File: src/rtl/rca_bist.sv
// rtl/rca_bist.sv - exhaustive self-test sweep for a WIDTH-bit ripple-carry adder
// Optional first-failing-vector capture: define RCA_BIST_FIRST_FAIL_EN.
module rca_bist #(
    parameter int WIDTH  = 4,
    parameter int SETTLE = 1
) (
    input  logic               clk,
    input  logic               rst_n,
    input  logic               start,
    output logic [WIDTH-1:0]   a,
    output logic [WIDTH-1:0]   b,
    output logic               c,
    input  logic [WIDTH-1:0]   s,
    input  logic               co,
    output logic               busy,
    output logic               done,
    output logic               pass,
    output logic [15:0]        err_cnt,
    output logic [2*WIDTH:0]   fail_vec
);

    localparam int VW = 2 * WIDTH + 1;

    localparam logic [2:0] ST_IDLE  = 3'd0;
    localparam logic [2:0] ST_DRIVE = 3'd1;
    localparam logic [2:0] ST_WAIT  = 3'd2;
    localparam logic [2:0] ST_CHECK = 3'd3;
    localparam logic [2:0] ST_DONE  = 3'd4;

    localparam logic [3:0] SETTLE_INIT = 4'(SETTLE);

    logic [2:0]    state;
    logic [VW-1:0] vec;
    logic [3:0]    settle_cnt;
    logic [WIDTH:0] golden;
    logic          mismatch;
    logic [15:0]   err_nxt;
    logic          launch;

    // Golden sum is one bit wider than the operands so carry-out is checked too.
    assign golden   = {1'b0, a} + {1'b0, b} + {{WIDTH{1'b0}}, c};
    assign mismatch = ({co, s} != golden);
    assign err_nxt  = (mismatch && (err_cnt != 16'hFFFF)) ? err_cnt + 16'd1 : err_cnt;
    assign launch   = start && ((state == ST_IDLE) || (state == ST_DONE));

    assign busy = (state == ST_DRIVE) || (state == ST_WAIT) || (state == ST_CHECK);
    assign done = (state == ST_DONE);

    always_ff @(posedge clk) begin
        if (!rst_n) begin
            state      <= ST_IDLE;
            a          <= '0;
            b          <= '0;
            c          <= 1'b0;
            pass       <= 1'b0;
            err_cnt    <= '0;
            vec        <= '0;
            settle_cnt <= '0;
        end else begin
            case (state)
                ST_IDLE, ST_DONE: begin
                    if (launch) begin
                        state   <= ST_DRIVE;
                        err_cnt <= '0;
                        vec     <= '0;
                        pass    <= 1'b0;
                    end
                end
                ST_DRIVE: begin
                    {a, b, c}  <= vec;
                    settle_cnt <= SETTLE_INIT;
                    state      <= ST_WAIT;
                end
                ST_WAIT: begin
                    settle_cnt <= settle_cnt - 4'd1;
                    if (settle_cnt <= 4'd1)
                        state <= ST_CHECK;
                end
                ST_CHECK: begin
                    err_cnt <= err_nxt;
                    if (&vec) begin
                        state <= ST_DONE;
                        pass  <= (err_nxt == 16'd0);
                    end else begin
                        vec   <= vec + 1'b1;
                        state <= ST_DRIVE;
                    end
                end
                default: state <= ST_IDLE;
            endcase
        end
    end

`ifdef RCA_BIST_FIRST_FAIL_EN
    // err_cnt is still zero on the first mismatch of a sweep, so it marks "first".
    always_ff @(posedge clk) begin
        if (!rst_n)
            fail_vec <= '0;
        else if (launch)
            fail_vec <= '0;
        else if ((state == ST_CHECK) && mismatch && (err_cnt == 16'd0))
            fail_vec <= {a, b, c};
    end
`else
    assign fail_vec = '0;
`endif

endmodule

File: config.mk
export PLATFORM = sky130hd
export DESIGN_NAME = rca_bist
export DESIGN_NICKNAME = d
export VERILOG_FILES = /design/src/rtl/rca_bist.sv
export SDC_FILE = /design/constraint.sdc
export NUM_CORES = 1
export LEC_CHECK = 0
export ABC_AREA = 1
export BUFFER_PORTS_ARGS = -buffer_cell sky130_fd_sc_hd__buf_2
export CAP_MARGIN = 25
export CORE_ASPECT_RATIO = 0.75
export CORE_MARGIN = 2
export CORE_UTILIZATION = 35
export DETAILED_ROUTE_END_ITERATION = 8
export PLACE_DENSITY = 0.61
export SYNTH_ARGS = -nofsm -noshare
export SYNTH_HDL_FRONTEND = slang
export SYNTH_SLANG_ARGS = --single-unit
File: constraint.sdc
create_clock -name clk -period 6.13 [get_ports clk]
set_clock_uncertainty 0.05 [all_clocks]
set_input_delay 1.226 -clock clk [delete_from_list [all_inputs] [get_ports clk]]
set_output_delay 1.226 -clock clk [all_outputs]
set_load 0.005 [all_outputs]
==> flow_summary_export.csv <==
group,metric,value,unit
cts,hold_buffers,0,
cts,post-cts-setup-buffer-count,0,
synthesis,ys_seq_elements,42,
cts,cts_made_buffers,5,
timing,tightest_slew,0.812,ns
finish,nets,445,
cts,cts_tree,"done",
cts,clockBufferDepth,2,
synthesis,yosysWarningCount,0,
cts,clk_pin_slew,0.08,ns
worst_hold_path,worst_hold_path_type,"reg -> reg",
floorplanning,initial_core_util,36.2,%
route,routedWlPerCell,11.5,um
run,drv_cap,0,
synthesis,syn_inst,393,
synthesis,ys_seq_area_share,31.7,%
grt,grt_max_degree,26,
synthesis,synthMuxAreaShare,0,%
route,via_per_inst,4.67,
timing,rsz0062_at_grt,"no",
cts,cts-root-buf,"clkbuf_8",
synthesis,syn_area,2650,um^2
power,power.density,253,nW/um^2
timing,period_share,48.0,%
timing,final-hold-violation-count,0,
worst_setup_path,required,6.32,ns
timing,slew_headroom,45.8,%
route,drc_errors,0,
cts,cts_resized,0,
synthesis,yosys.area_share.simple,33.1,%
worst_setup_path,crit_buf_inv,4,
worst_setup_path,crit_path_frequent_cell,"inv_1",
worst_setup_path,crit_chain,"inv_1 -> fa_1 -> inv_1 -> fa_1 -> xnor2_1 -> nand2_1 -> nor2_2 -> nand3_4 -> nand2_4 -> inv_1 -> nand2_1 -> o21ai_0 -> inv_1 -> nand2_1 -> nor2_1 -> nand3_1 -> a21oi_2",
finish,drive_gt1_share,17.3,%
timing,hold_slack,0.433,ns
synthesis,synth-xor-area-share,4.90,%
floorplanning,coreArea,7330,um^2
worst_setup_path,critical_path.max_fanout,21,
synthesis,synth_top_family_by_area,"simple AND/OR/NAND/NOR gates",
route,wirelength,6060,um
synthesis,synth_compound_area_share,13.7,%
power,p_leak,0.00128,uW
worst_setup_path,critical_path_class,"reg -> reg",
grt,grt.overflow.total,0,
grt,grt_pass1_vias,2154,
cts,clkLatencyLatePin,0.30,ns
worst_setup_path,cp-end-kind,"flop",
route,drtAntennaViolNets,0,
grt,grt.total_usage,15.3,%
timing,maxSlewViolCount,0,
synthesis,synthDistinctLibCells,38,
run_status,status,"completed",
timing,finalSetupViolations,0,
worst_setup_path,cp_top_family,"simple AND/OR/NAND/NOR gates",
placed_design,io_buffers,35,
floorplanning,die_w,105,um
timing,fin_crit,2.94,ns
route,detail_route.iter0.violations,145,
timing,max_freq,340,MHz
floorplanning,chipHeight,79.4,um
route,drtPass1Iterations,4,
worst_setup_path,slowest_delay,0.43,ns
finish,final_util,40.7,%
cts,htreeDepth,2,
floorplanning,die-area,8300,um^2
placed_design,dp_cells,520,
route,vias,2473,
grt,grt_first_pass_wirelength,10200,um
synthesis,syn_area_per_cell,6.75,um^2
worst_setup_path,crit_slowest_cell,"fa_1",
floorplanning,io_pins,45,
grt,antenna_found_initial,0,
finish,area_growth,12.5,%
worst_setup_path,cp-start-kind,"flop",
placed_design,gp_congestion,0.859,
worst_setup_path,arrival,3.13,ns
placed_design,hpwl,4670,um
finish,fin_cells,529,
cts,clock_sinks,42,
power,vdd_drop_max,130,uV
finish,antenna_cells,0,
timing,tns,0,ns
floorplanning,num_rows,27,
power,totalPowerFinal,754,uW
synthesis,yosys.area_share.adder,5.28,%
==> per-layer routing <==
| metal | wire, um | GRT usage (%) |
|---|---|---|
| met1 | 3200 | 22.6 |
| met2 | 2460 | 21.8 |
| met3 | 338 | 3.84 |
| met4 | 61 | 4.59 |
| met5 | 0 | 0 |
==> per-stage QoR <==
stage	instance area [um^2]	setup slack (ns)
after CTS	2980	3.17
after global routing	2990	2.87
after global placement	2870	3.25
after floorplan	2680	3.55
after detailed placement	2870	3.17
final	2990	3.19
==> cells by family after synthesis <==
group,count (synthesis)
other cells,1
simple gates,196
xor+xnor,14
buf+inv,65
flops,42
fa+ha+maj,10
compound gates,65
==> cells in the mapped netlist, drive strengths merged <==
library cell,n,area share [%]
clkbuf,4,0.57
fa,2,1.5
o22ai,2,0.47
a21oi,36,6.9
nand3,23,5.0
nor3b,1,0.28
nand3b,1,0.28
xnor2,3,0.99
nor2,47,8.1
buf,13,3.8
clkinv,1,0.14
conb,1,0.14
nor3,7,1.3
inv,47,6.6
dfxtp,42,32
nand2,109,16
xor2,11,3.9
nor4,1,0.24
o21ai,26,5.9
ha,8,3.8
nand4,5,1.4
or2,2,0.47
o211a,1,0.38
==> area by class of cell <==
class                      count  area [um^2]
tap                          101          126
clock inverter                 3         40.0
clock buffer                   5         68.8
fill                         780         4350
timing repair buffer          36          183
multi-input combinational    294         1550
inverter                      48          180
sequential                    42          841
==> worst reg2reg max path: cells and delay by family, from the launching register on <==
family                     cells  cell delay, ns
AOI/OAI and AO/OA              2            0.21
buffers and inverters          4            0.34
DFF                            1            0.33
adders and majority gates      2            0.84
xor gates and xnor gates       1            0.16
and+or+nand+nor                8            0.94
==> flip-flops by register name, indices dropped and copies added (netlist names) <==
name and cells:
state 3, settle_cnt 4, b 4, c 1
a 4, vec 9, pass 1, err_cnt 16
==> cell usage in the layout (no fill, tap or decap) <==
| cell | instances |
|---|---|
| o21ai_2 | 7 |
| o21ai_1 | 3 |
| clkbuf_8 | 5 |
| nor2_1 | 40 |
| nand3_2 | 1 |
| or2_2 | 2 |
| nor3_1 | 7 |
| nand4_2 | 1 |
| inv_1 | 43 |
| dfxtp_1 | 42 |
| xor2_1 | 10 |
| fa_1 | 2 |
| xnor2_1 | 3 |
| nand3_4 | 1 |
| conb_1 | 9 |
| nand3_1 | 21 |
| a21oi_2 | 1 |
| nand2_2 | 4 |
| inv_2 | 4 |
| o22ai_1 | 2 |
| clkinv_2 | 2 |
| nor4_1 | 1 |
| a21oi_1 | 35 |
| nor3b_1 | 1 |
| nand2_4 | 1 |
| nor2_4 | 4 |
| xor2_2 | 1 |
| o211a_1 | 1 |
| nand4_1 | 4 |
| clkinv_1 | 1 |
| nand3b_1 | 1 |
| ha_1 | 8 |
| nor2_2 | 3 |
| nand2_1 | 104 |
| clkbuf_4 | 1 |
| bufinv_16 | 1 |
| o21ai_0 | 16 |
| buf_2 | 35 |
==> final timing paths <==
| kind | slack (ns) | cells past startpoint | to | startpoint |
|---|---|---|---|---|
| worst min-delay path | 0.43 | 2 | settle_cnt[1] | settle_cnt[1] |
| worst max register to register | 3.19 | 17 | pass | a[0] |
| worst min register to register | 0.43 | 2 | settle_cnt[1] | settle_cnt[1] |
| worst max-delay path | 3.19 | 17 | pass | a[0] |
==> power by group <==
group | internal [uW] | leakage (uW) | total, uW | switching, uW
Combinational | 77.8 | 0.000878 | 215 | 137
Clock | 120 | 0.0000579 | 218 | 98.6
Sequential | 298 | 0.000341 | 320 | 22.8
Total | 495 | 0.00128 | 754 | 259
Power figures use the tool's default switching activity.
